### src/rtl/elevador_pkg.sv
// Shared constants, FSM encoding and helpers for the elevator request scheduler.
package elevador_pkg;

    localparam int N_PISOS = 4;
    localparam int W_PISO  = 2;

    typedef enum logic [1:0] {
        IDLE   = 2'd0,
        SUBIR  = 2'd1,
        BAJAR  = 2'd2,
        PARADA = 2'd3
    } estado_t;

    localparam logic DIR_SUBIR = 1'b1;
    localparam logic DIR_BAJAR = 1'b0;

    function automatic logic [N_PISOS-1:0] onehot_piso(input logic [W_PISO-1:0] piso);
        logic [N_PISOS-1:0] uno;
        uno = {{(N_PISOS-1){1'b0}}, 1'b1};
        return uno << piso;
    endfunction

endpackage

### src/rtl/planificador_elevador_if.sv
// Button/sensor inputs and motion/door commands of the elevator scheduler.
interface planificador_elevador_if;
    import elevador_pkg::*;

    logic [N_PISOS-1:0] peticion;
    logic [N_PISOS-1:0] seleccion;
    logic [W_PISO-1:0]  piso_actual;
    logic               en_piso;
    logic               servido;
    logic               emergencia;

    logic [N_PISOS-1:0] pendientes;
    logic               mover;
    logic               direccion;
    logic               abrir_puerta;
    logic [W_PISO-1:0]  objetivo;
    logic               objetivo_valido;

    modport master (
        output peticion, seleccion, piso_actual, en_piso, servido, emergencia,
        input  pendientes, mover, direccion, abrir_puerta, objetivo, objetivo_valido
    );

    modport slave (
        input  peticion, seleccion, piso_actual, en_piso, servido, emergencia,
        output pendientes, mover, direccion, abrir_puerta, objetivo, objetivo_valido
    );

endinterface

### src/rtl/planificador_elevador_buscar_piso.sv
// Nearest pending floor strictly above and strictly below a reference floor.
module buscar_piso
    import elevador_pkg::*;
(
    input  logic [N_PISOS-1:0] pend,
    input  logic [W_PISO-1:0]  piso,
    output logic               arriba,
    output logic               abajo,
    output logic [W_PISO-1:0]  piso_arriba,
    output logic [W_PISO-1:0]  piso_abajo
);

    logic [N_PISOS-1:0] sobre;
    logic [N_PISOS-1:0] bajo;

    genvar gi;
    generate
        for (gi = 0; gi < N_PISOS; gi++) begin : g_mascara
            assign sobre[gi] = pend[gi] & (gi > int'(piso));
            assign bajo[gi]  = pend[gi] & (gi < int'(piso));
        end
    endgenerate

    assign arriba = |sobre;
    assign abajo  = |bajo;

    // Above: lowest set bit wins; below: highest set bit wins. Zero when none.
    always_comb begin
        piso_arriba = '0;
        for (int i = N_PISOS - 1; i >= 0; i--) begin
            if (sobre[i]) piso_arriba = W_PISO'(i);
        end
        piso_abajo = '0;
        for (int i = 0; i < N_PISOS; i++) begin
            if (bajo[i]) piso_abajo = W_PISO'(i);
        end
    end

endmodule

### src/rtl/planificador_elevador.sv
// Collective-SCAN scheduler: latches hall/cab calls and drives motor, direction and door requests.
module planificador_elevador
    import elevador_pkg::*;
(
    input  logic                   clk,
    input  logic                   rst,
    planificador_elevador_if.slave bus
);

    logic [N_PISOS-1:0] pend_reg, pend_next, clr;
    estado_t            estado_reg, estado_next;
    logic               dir_reg, dir_next;

    logic [N_PISOS-1:0] busq_pend;
    logic               arriba, abajo, aqui;
    logic [W_PISO-1:0]  piso_arriba, piso_abajo;

    logic               mover, abrir_puerta, objetivo_valido;
    logic [W_PISO-1:0]  objetivo;

    // A new call on the floor being cleared survives, so that floor is served again later.
    assign clr       = bus.servido ? onehot_piso(bus.piso_actual) : '0;
    assign pend_next = (pend_reg & ~clr) | bus.peticion | bus.seleccion;

    // The departure decision at a stop must already see the floor just served as cleared.
    assign busq_pend = (estado_reg == PARADA) ? pend_next : pend_reg;
    assign aqui      = pend_reg[bus.piso_actual] & bus.en_piso;

    buscar_piso u_buscar (
        .pend        (busq_pend),
        .piso        (bus.piso_actual),
        .arriba      (arriba),
        .abajo       (abajo),
        .piso_arriba (piso_arriba),
        .piso_abajo  (piso_abajo)
    );

    always_ff @(posedge clk) begin
        if (rst) begin
            pend_reg   <= '0;
            estado_reg <= IDLE;
            dir_reg    <= DIR_SUBIR;
        end else begin
            pend_reg   <= pend_next;
            estado_reg <= estado_next;
            dir_reg    <= dir_next;
        end
    end

    always_comb begin
        estado_next = estado_reg;
        dir_next    = dir_reg;
        if (!bus.emergencia) begin
            unique case (estado_reg)
                IDLE: begin
                    if (aqui) begin
                        estado_next = PARADA;
                    end else if (arriba) begin
                        estado_next = SUBIR;
                        dir_next    = DIR_SUBIR;
                    end else if (abajo) begin
                        estado_next = BAJAR;
                        dir_next    = DIR_BAJAR;
                    end
                end
                SUBIR, BAJAR: begin
                    if (aqui) estado_next = PARADA;
                end
                PARADA: begin
                    if (bus.servido) begin
                        if (dir_reg == DIR_SUBIR) begin
                            if (arriba) begin
                                estado_next = SUBIR;
                            end else if (abajo) begin
                                estado_next = BAJAR;
                                dir_next    = DIR_BAJAR;
                            end else begin
                                estado_next = IDLE;
                            end
                        end else begin
                            if (abajo) begin
                                estado_next = BAJAR;
                            end else if (arriba) begin
                                estado_next = SUBIR;
                                dir_next    = DIR_SUBIR;
                            end else begin
                                estado_next = IDLE;
                            end
                        end
                    end
                end
                default: estado_next = IDLE;
            endcase
        end
    end

    always_comb begin
        mover           = 1'b0;
        abrir_puerta    = 1'b0;
        objetivo        = '0;
        objetivo_valido = 1'b0;
        unique case (estado_reg)
            SUBIR: begin
                mover           = ~bus.emergencia;
                objetivo        = piso_arriba;
                objetivo_valido = 1'b1;
            end
            BAJAR: begin
                mover           = ~bus.emergencia;
                objetivo        = piso_abajo;
                objetivo_valido = 1'b1;
            end
            PARADA: begin
                abrir_puerta    = 1'b1;
                objetivo        = bus.piso_actual;
                objetivo_valido = 1'b1;
            end
            default: ;
        endcase
    end

    assign bus.pendientes      = pend_reg;
    assign bus.mover           = mover;
    assign bus.direccion       = dir_reg;
    assign bus.abrir_puerta    = abrir_puerta;
    assign bus.objetivo        = objetivo;
    assign bus.objetivo_valido = objetivo_valido;

endmodule

### src/flat_wrapper.sv
// flat-port wrapper written by rule: the top's interface ports become plain ports
module planificador_elevador_flat import elevador_pkg::*;
  (clk, rst, bus_peticion, bus_seleccion, bus_piso_actual, bus_en_piso, bus_servido, bus_emergencia, bus_pendientes, bus_mover, bus_direccion, bus_abrir_puerta, bus_objetivo, bus_objetivo_valido);
  planificador_elevador_if bus_i ();
  input  logic clk;
  input  logic rst;
  input wire logic [$bits(bus_i.peticion)-1:0] bus_peticion;
  input wire logic [$bits(bus_i.seleccion)-1:0] bus_seleccion;
  input wire logic [$bits(bus_i.piso_actual)-1:0] bus_piso_actual;
  input wire logic [$bits(bus_i.en_piso)-1:0] bus_en_piso;
  input wire logic [$bits(bus_i.servido)-1:0] bus_servido;
  input wire logic [$bits(bus_i.emergencia)-1:0] bus_emergencia;
  output wire logic [$bits(bus_i.pendientes)-1:0] bus_pendientes;
  output wire logic [$bits(bus_i.mover)-1:0] bus_mover;
  output wire logic [$bits(bus_i.direccion)-1:0] bus_direccion;
  output wire logic [$bits(bus_i.abrir_puerta)-1:0] bus_abrir_puerta;
  output wire logic [$bits(bus_i.objetivo)-1:0] bus_objetivo;
  output wire logic [$bits(bus_i.objetivo_valido)-1:0] bus_objetivo_valido;
  assign bus_i.peticion = bus_peticion;
  assign bus_i.seleccion = bus_seleccion;
  assign bus_i.piso_actual = bus_piso_actual;
  assign bus_i.en_piso = bus_en_piso;
  assign bus_i.servido = bus_servido;
  assign bus_i.emergencia = bus_emergencia;
  assign bus_pendientes = bus_i.pendientes;
  assign bus_mover = bus_i.mover;
  assign bus_direccion = bus_i.direccion;
  assign bus_abrir_puerta = bus_i.abrir_puerta;
  assign bus_objetivo = bus_i.objetivo;
  assign bus_objetivo_valido = bus_i.objetivo_valido;
  planificador_elevador u_core (.clk(clk), .rst(rst), .bus(bus_i));
endmodule
### config.mk
export PLATFORM = sky130hd
export DESIGN_NAME = planificador_elevador_flat
export DESIGN_NICKNAME = d
export VERILOG_FILES = /design/src/rtl/elevador_pkg.sv /design/src/rtl/planificador_elevador_if.sv /design/src/rtl/planificador_elevador_buscar_piso.sv /design/src/rtl/planificador_elevador.sv /design/src/flat_wrapper.sv
export SDC_FILE = /design/constraint.sdc
export NUM_CORES = 1
export LEC_CHECK = 0
export CAP_MARGIN = 20
export CELL_PAD_IN_SITES_DETAIL_PLACEMENT = 1
export CELL_PAD_IN_SITES_GLOBAL_PLACEMENT = 1
export CORE_MARGIN = 8
export CORE_UTILIZATION = 30
export CTS_CLUSTER_SIZE = 14
export DETAILED_ROUTE_END_ITERATION = 7
export PLACE_DENSITY_LB_ADDON = 0.1
export SYNTH_ARGS = -nofsm -noshare
export SYNTH_HDL_FRONTEND = slang
export SYNTH_SLANG_ARGS = --single-unit
export TNS_END_PERCENT = 10
### constraint.sdc
create_clock -name clk -period 2.55 [get_ports clk]
set_clock_uncertainty 0.1 [all_clocks]
set_input_delay 0.3825 -clock clk [delete_from_list [all_inputs] [get_ports clk]]
set_output_delay 0.3825 -clock clk [all_outputs]
set_load 0.02 [all_outputs]
==> flow_summary.toml, run 1 <==
[drt]
firstDrtPassIters = 4
ant_nets = 0
drt-initial-drc-count = 25
vias_per_cell = 5.033
vias = 760
drc_errors = 0
routed_wl_um = 2281
wl_per_cell_um = 15.11

[logic_synthesis]
ys_warn_count = 0
synthDistinctLibCells = 34
synth_seq_cells = 7
synth.largest_area_cell = "dfxtp_1"
synth_seq_area_share_pct = 21.17
synth.most_common_cell = "inv_1"
synth.area.top_cells = "dfxtp_1, ha_1, inv_1, o21ai_0, a211oi_1"
syn_avg_cell_area_um2 = 7.975
syn_inst = 83
async_reset_ff_share_pct = 0
synthTopCellsByCount = "inv_1, nor2_1, dfxtp_1"
synth_edf_count = 0
syn_nets = 103
synth_top_area_share_pct = 21.17
synth_area_um2 = 661.9
synthFlopType = "dfxtp_1"

[clock_network]
h-tree-depth = 1
cts_made_buffers = 3
cts_tree = "yes"
clock_latency_ps = 250
clock_path_buffers = 2
cts_sinks = 7
cts_root_buffer = "clkbuf_4"
clk_pin_slew_worst_paths_ps = 60
cts_setup_buffers = 0

[timing]
min_period_ps = 2394
slew_headroom_pct = 77.11
tightestPinTransition_ps = 342.3
setup_slack_ps = 156.1
maxSlewViolCount = 0
fin_crit_sh_pct = 93.88
hold_viol = 0
timing.setup.tns_ps = 0
setup-violations-final = 0
rsz0062_at_grt = "no"
fmax_ghz = 0.4177
whs_ps = 451.3

[setup_path]
worst-path-buf-inv = 2
crit_family = "compound AO/OA/AOI/OAI gates"
crit_chain = "clkdlybuf4s50_1 > o21a_1 > o21a_1 > and2b_1 > a222oi_1 > nor2_1 > clkbuf_2"
r2r_start = "u_core.estado_reg[0]$_SDFFE_PP0P_"
arrival_ps = 1910
r2r_slack_ps = 320
cp_common_cell = "o21a_1"
crit_type = "in2out"
crit_fanout = 2
end_kind = "output pin"
worstReg2RegEnd = "u_core.estado_reg[0]$_SDFFE_PP0P_"
worst_setup_path_start_kind = "input pin"
slowest_delay_ps = 440
cp_slowest_cell = "clkdlybuf4s50_1"
r2r_cells = 8
critPathRequiredTime_ps = 2070

[cells_and_area]
layout-drive-gt1-share_pct = 22.76
final_nets = 144
largest_register_ffs = 4
fillerInstances = 271
areaGrowthSynthToFinish_pct = 58.60
num_antenna_cells = 0

[die]
die_area_um2 = 3965
die_h_um = 62.97
fp.coreArea_um2 = 2148
placementRows = 17
die_x_um = 62.97
initial_core_util_pct = 30.81
boundaryPins = 25

[place]
io_buffers = 24
gp_congestion = 0.7525
pre_cts_slack_ps = -254.6
dpl.hpwl_um = 1822

[pwr]
ir_drop_v = 0.0004532
powerDensity_nw_per_um2 = 748.0
leakagePower_uw = 0.0004502

[min_path]
hp-start = "u_core.bus.pendientes[1]$_SDFF_PP0_"
worstHoldEndpoint = "u_core.bus.pendientes[1]$_SDFF_PP0_"
worstHoldPathType = "reg2reg"
hold_depth = 2

[global_routing]
grt_pass1_vias = 818
grt_pass1_wl_um = 3774
grt_overflow = 0
grt_max_degree = 9
grt_usage_pct = 11.58
antenna_found_initial = 0

[outcome]
status = "finished, final reports clean"

[run]
cap_viol_max_count = 0
-- cell usage in the layout, fill, tap and decap left out, types with 4 or more instances in the layout --
master,instances
clkdlybuf4s50_1,22
nor2_1,8
o21ai_0,6
a211oi_1,4
nand2_1,6
inv_1,10
ha_1,4
a21oi_1,5
dfxtp_1,7
buf_4,15
-- logic make-up after synthesis --
group	synth area share, %
and+or+nand+nor	18.34
adders and majority gates	9.452
AOI/OAI and AO/OA	34.22
muxes	7.183
DFF	21.17
buffers and inverters	9.641
-- worst reg2reg max path: cells and delay by family (launching register included) --
family,cells,cell delay (ps)
and+or+nand+nor,1,170
muxes,1,320
adders and majority gates,1,260
buffers and inverters,1,150
DFF,1,340
AOI/OAI and AO/OA,4,780
-- final cells by class --
class                   instances  area, µm²  share of cell area, %
inverters                      10      37.54                  3.576
multi-input cells              63      464.2                  44.22
flip-flops and latches          7      140.1                  13.35
well taps                      28      35.03                  3.337
repair buffers                 39      346.6                  33.02
clock buffers                   4      26.28                  2.503
-- layer usage --
metal / global-route usage [%] / share of wire [%]
met1: 14.01 / 48
met2: 18.44 / 46
met3: 3.763 / 5.7
met4: 4.274 / 0.75
met5: 0 / 0
-- worst max-delay path by stage --
stage	from	end	slack, ps	depth (start not counted)
6_report	bus_peticion[1]	bus_objetivo[0]	160	7
3_3_place_gp	bus_peticion[2]	bus_objetivo[0]	-200	7
4_1_cts	bus_peticion[1]	bus_objetivo[0]	20	7
3_5_place_dp	bus_peticion[1]	bus_objetivo[0]	-250	7
2_1_floorplan	u_core.estado_reg[1]$_SDFFE_PP0P_	u_core.estado_reg[0]$_SDFFE_PP0P_	240	8
5_1_grt	bus_piso_actual[1]	bus_objetivo[1]	40	9
-- report_power, final --
part	internal [µW]	switching [µW]
registers	132	14.8
logic	263	263
clock network	60.3	51.7
-- through the flow --
step                cell area, µm²  std cells  total power [µW]  utilization (%)
CTS                           1055        151             795.8            49.10
floorplan                    661.9         83             469.3                -
global placement              1023        147             670.6            47.64
detailed placement            1023        147             678.1            47.64
finish                        1050        151             785.2            48.86
global route                  1050        151             844.5            48.86
-- repair_timing --
| item | 4_1_cts | 5_1_grt |
|---|---|---|
| hold endpoints to repair | 0 | 0 |
| hold buffers | 0 | 0 |
| resized for setup | 5 | 1 |
| setup endpoints to repair | 2 | 1 |
(Power assumes the default switching activity.)
==> run 2: changes to the inputs <==
==> constraint.sdc (replaced) <==
create_clock -name clk -period 2.5 [get_ports clk]
set_clock_uncertainty 0.1 [all_clocks]
set_input_delay 0.375 -clock clk [delete_from_list [all_inputs] [get_ports clk]]
set_output_delay 0.375 -clock clk [all_outputs]
set_load 0.02 [all_outputs]
==> run 2 against run 1 <==
Register-to-register slack got worse by 40 ps. Flip-flop and latch count unchanged. Global-route usage is 0.45 points higher. Total power is 5.2% higher. Combinational power is 5.3% higher. Hold slack better by 8.9 ps. Largest cell class unchanged.
==> flow_summary.toml, run 2 (synthesized netlist as in run 1, its figures left out) <==
[setup_path]
crit_family = "compound AO/OA/AOI/OAI gates"
worstReg2RegEnd = "u_core.estado_reg[0]$_SDFFE_PP0P_"
cp_num_cells = 7
critPathRequiredTime_ps = 2030
slowest_delay_ps = 430
crit_start = "bus_peticion[1]"
crit_type = "in2out"
r2r_start = "u_core.estado_reg[0]$_SDFFE_PP0P_"
cp_slowest_cell = "clkdlybuf4s50_1"
worstSetupEndpoint = "bus_objetivo[0]"
r2r_slack_ps = 280
cp_common_cell = "o21a_1"
worst-path-buf-inv = 2
end_kind = "output pin"
crit_fanout = 2
crit_chain = "clkdlybuf4s50_1 > o21a_1 > o21a_1 > and2b_1 > a222oi_1 > nor2_1 > buf_2"
worst_setup_path_start_kind = "input pin"
r2r_cells = 8
arrival_ps = 1910

[cells_and_area]
final_util_pct = 50.09
final_common_cell = "clkdlybuf4s50_1"
fillerInstances = 265
largest_register_ffs = 4
final_cell_mix = "clkdlybuf4s50_1, buf_4, inv_1"
num_antenna_cells = 0
layout-drive-gt1-share_pct = 25.00
areaGrowthSynthToFinish_pct = 62.57
final_nets = 145
fin_cells = 152

[pwr]
finalPower_uw = 826.1
power_frac_seq_pct = 19.0
pwr-share-comb_pct = 67.2
p_int_uw = 475.7
powerDensity_nw_per_um2 = 767.7
power_switching_share_pct = 42.41
leakagePower_uw = 0.0004720
power.switching_uw = 350.3
ir_drop_v = 0.0004671
clkPwrFrac_pct = 13.8

[global_routing]
grt_pass1_wl_um = 3919
grt_usage_pct = 12.03
grt_pass1_vias = 846
grt_max_degree = 9
antenna_found_initial = 0
grt_overflow = 0

[min_path]
worstHoldPathType = "reg2reg"
hp-start = "u_core.bus.direccion$_SDFFE_PP1P_"

[timing]
slew_headroom_pct = 75.90
setup-violations-final = 0
hold_viol = 0
rsz0062_at_grt = "no"
tightestPinTransition_ps = 360.4
fin_crit_sh_pct = 95.52
whs_ps = 460.2
fmax_ghz = 0.4188
maxSlewViolCount = 0
min_period_ps = 2388

[drt]
drt-initial-drc-count = 28
firstDrtPassIters = 4
vias_per_cell = 4.961
vias = 754
wl_per_cell_um = 15.20
routed_wl_um = 2310
ant_nets = 0
drc_errors = 0

[clock_network]
h-tree-depth = 1
cts_setup_buffers = 0
cts_sinks = 7
cts_made_buffers = 3
holdBufCountCts = 0
clock_latency_ps = 260
clock_path_buffers = 2
clk_pin_slew_worst_paths_ps = 70
cts_root_buffer = "clkbuf_4"
cts_tree = "yes"

[place]
gp_congestion = 0.7597
io_buffers = 24
post-place-cells = 148
dpl.hpwl_um = 1865

[die]
boundaryPins = 25
fp.coreArea_um2 = 2148
die_x_um = 62.97
die_h_um = 62.97
initial_core_util_pct = 30.81
die_area_um2 = 3965
placementRows = 17

[run]
cap_viol_max_count = 0

[outcome]
status = "finished, final reports clean"
[run 2: how the worst min path moves through the flow]
stage,to,cells past startpoint
2_1_floorplan,u_core.estado_reg[1]$_SDFFE_PP0P_,2
3_3_place_gp,u_core.bus.pendientes[1]$_SDFF_PP0_,2
3_5_place_dp,u_core.bus.pendientes[1]$_SDFF_PP0_,2
4_1_cts,u_core.bus.pendientes[1]$_SDFF_PP0_,2
5_1_grt,u_core.bus.pendientes[1]$_SDFF_PP0_,2
6_report,u_core.bus.direccion$_SDFFE_PP1P_,2
[run 2: metrics by stage]
step | setup slack [ps] | cell area, µm² | TNS [ps]
after detailed placement | -274.3 | 1031 | -646.3
after CTS | 13.87 | 1079 | 0
after global placement | -237.4 | 1031 | -582.8
after floorplan | 193.1 | 661.9 | 0
final | 111.9 | 1076 | 0
after global routing | 4.263 | 1076 | 0
[run 2: final cells by class]
type | count | area, µm² | area share (%)
Multi-Input combinational cell | 63 | 478.0 | 44.42
Sequential cell | 7 | 140.1 | 13.02
Timing Repair Buffer | 40 | 357.8 | 33.26
Tap cell | 28 | 35.03 | 3.256
Clock buffer | 3 | 22.52 | 2.093
Clock inverter | 1 | 5.005 | 0.4651
Inverter | 10 | 37.54 | 3.488
[run 2: metal layers]
| layer | up-vias | track usage, % | share of wire (%) | wire length [µm] |
|---|---|---|---|---|
| met5 | - | 0 | 0 | 0 |
| met3 | 0 | 4.659 | 4.8 | 112 |
| met4 | 0 | 3.419 | 0 | 0 |
| met1 | 351 | 14.26 | 47 | 1095 |
| met2 | 18 | 19.46 | 48 | 1102 |
| li1 | 385 | - | - | - |
[run 2: worst min-delay path, cell delays in order (launching register included)]
cell,delay (ps)
dfxtp_1,340
o21ai_0,80
o211ai_1,80
[run 2: repair_timing]
item,CTS,global route
endpoints found under the setup margin,2,3
resized for setup,8,3
endpoints found under the hold margin,0,0
gates cloned,0,0
[run 2: power by group through the flow]
stage | clock network, µW | registers, µW | logic (µW)
finish | 114 | 157 | 555
global route | 129 | 160 | 610
CTS | 121 | 157 | 559
detailed placement | 0 | 152 | 553
global placement | 0 | 150 | 549
floorplan | 0 | 161 | 317
==> run 3: changes to the inputs <==
--- a/config.mk
+++ b/config.mk
@@ -6,8 +6,9 @@
 export NUM_CORES = 1
 export LEC_CHECK = 0
 export CAP_MARGIN = 20
-export CELL_PAD_IN_SITES_DETAIL_PLACEMENT = 1
+export CELL_PAD_IN_SITES_DETAIL_PLACEMENT = 0
 export CELL_PAD_IN_SITES_GLOBAL_PLACEMENT = 1
+export CORE_ASPECT_RATIO = 0.7
 export CORE_MARGIN = 8
 export CORE_UTILIZATION = 30
 export CTS_CLUSTER_SIZE = 14
==> run 3 against run 2 <==
Design area grew 2.4%. Flip-flop and latch count is the same. Largest power group unchanged. Core utilization grew 1.9 points. Global-route usage shrank 0.43 points. Wire length shrank 6.0%. Sequential share of layout area shrank 0.31 points. Total power grew 0.19%. Non-clock buffer count grew 4. Fmax grew 0.14%. Critical path depth grew 2.
==> flow_summary.toml, run 3 (synthesized netlist as in run 1, its figures left out) <==
[cells_and_area]
final_cell_area_um2 = 1102
final_common_cell = "clkdlybuf4s50_1"
final_nets = 149
final_cell_mix = "clkdlybuf4s50_1, buf_4, inv_1"
areaGrowthSynthToFinish_pct = 66.54
largest_register_ffs = 4
final_util_pct = 52.01
layout-drive-gt1-share_pct = 25.00
num_antenna_cells = 0

[global_routing]
antenna_found_initial = 0
grt_pass1_wl_um = 3726
grt_usage_pct = 11.60
grt_overflow = 0
grt_max_degree = 9
grt_pass1_vias = 789

[timing]
maxSlewViolCount = 0
rsz0062_at_grt = "no"
setup_slack_ps = 115.3
tightestPinTransition_ps = 340.4
setup-violations-final = 0
slew_headroom_pct = 77.23
fin_crit_sh_pct = 95.39
whs_ps = 450.3
min_period_ps = 2385
fmax_ghz = 0.4193
hold_viol = 0

[setup_path]
slowest_delay_ps = 380
crit_fanout = 5
worst_setup_path_start_kind = "register"
arrival_ps = 1910
worstReg2RegEnd = "u_core.estado_reg[0]$_SDFFE_PP0P_"
crit_chain = "ha_4 > buf_4 > o21a_1 > o21ai_1 > buf_4 > nand2_1 > nand3_1 > a21oi_1 > clkdlybuf4s15_1"
cp_slowest_cell = "dfxtp_1"
crit_type = "reg2out"
cp_common_cell = "buf_4"
r2r_start = "u_core.estado_reg[0]$_SDFFE_PP0P_"
r2r_slack_ps = 260
r2r_cells = 9
end_kind = "output pin"
critPathRequiredTime_ps = 2030

[clock_network]
clock_path_buffers = 2
holdBufCountCts = 0
clock_latency_ps = 260
cts_made_buffers = 3
clk_pin_slew_worst_paths_ps = 60
cts_sinks = 7
cts_root_buffer = "clkbuf_4"
cts_tree = "yes"
h-tree-depth = 1
cts_setup_buffers = 0

[outcome]
status = "finished, final reports clean"

[drt]
firstDrtPassIters = 4
ant_nets = 0
drt-initial-drc-count = 51
routed_wl_um = 2172
drc_errors = 0
vias_per_cell = 4.794
vias = 767
wl_per_cell_um = 13.58

[die]
initial_core_util_pct = 31.23
die_h_um = 55.30
die_area_um2 = 3989
placementRows = 14
die_x_um = 72.14
boundaryPins = 25
fp.coreArea_um2 = 2120

[place]
gp_congestion = 0.7819
pre_cts_slack_ps = -243.6
io_buffers = 24
place_area_um2 = 1066
dpl.hpwl_um = 1762

[min_path]
worstHoldEndpoint = "u_core.bus.pendientes[1]$_SDFF_PP0_"
hp-start = "u_core.bus.pendientes[1]$_SDFF_PP0_"
worstHoldPathType = "reg2reg"
hold_depth = 2

[pwr]
powerDensity_nw_per_um2 = 750.8
leakagePower_uw = 0.0004872
ir_drop_v = 0.0003586

[run]
cap_viol_max_count = 0
run 3: power by group:
part / leakage (µW) / internal, µW / switching (µW)
clock network: 0.0000150 / 61.3 / 47.1
registers: 0.0000583 / 135 / 22.5
logic: 0.000414 / 289 / 274
total: 0.000487 / 484 / 343
run 3: worst max path at each step:
stage / from / to / slack, ps / cells after the start
global placement: bus_peticion[1] / bus_objetivo[0] / -220 / 7
detailed placement: bus_peticion[2] / bus_objetivo[0] / -240 / 7
CTS: bus_piso_actual[1] / bus_objetivo[0] / 9 / 7
floorplan: u_core.estado_reg[1]$_SDFFE_PP0P_ / u_core.estado_reg[0]$_SDFFE_PP0P_ / 190 / 8
finish: u_core.estado_reg[0]$_SDFFE_PP0P_ / bus_objetivo[1] / 120 / 9
global route: bus_piso_actual[1] / bus_objetivo[0] / 20 / 7
run 3: cell type report:
type | count | area (µm²)
inverter | 10 | 37.54
tap | 32 | 40.04
multi-input combinational | 63 | 470.5
sequential | 7 | 140.1
timing repair buffer | 44 | 387.9
clock buffer | 4 | 26.28
fill | 206 | 1017
run 3: worst max-delay path: cells and delay by family, from the launching register on:
family                     cells  cell delay, ps
buffers and inverters          3             600
and+or+nand+nor                2             140
DFF                            1             380
adders and majority gates      1             200
AOI/OAI and AO/OA              3             340
run 3: through the flow:
stage | setup TNS, ps | cells | power, µW
2_1_floorplan | 0 | 83 | 478.7
3_3_place_gp | -579.4 | 156 | 711.7
3_5_place_dp | -648.3 | 156 | 714.6
4_1_cts | 0 | 160 | 837.5
5_1_grt | 0 | 160 | 892.2
6_report | 0 | 160 | 827.6
run 3: routing by layer:
| metal | track usage, % | wire length, µm |
|---|---|---|
| met1 | 15.33 | 1114 |
| met2 | 16.94 | 903 |
| met3 | 4.137 | 142 |
| met4 | 3.478 | 11 |
| met5 | 0 | 0 |
run 3: what timing repair did:
item,CTS,global route
resized for setup,5,3
setup endpoints to repair,2,3
endpoints found under the hold margin,0,0
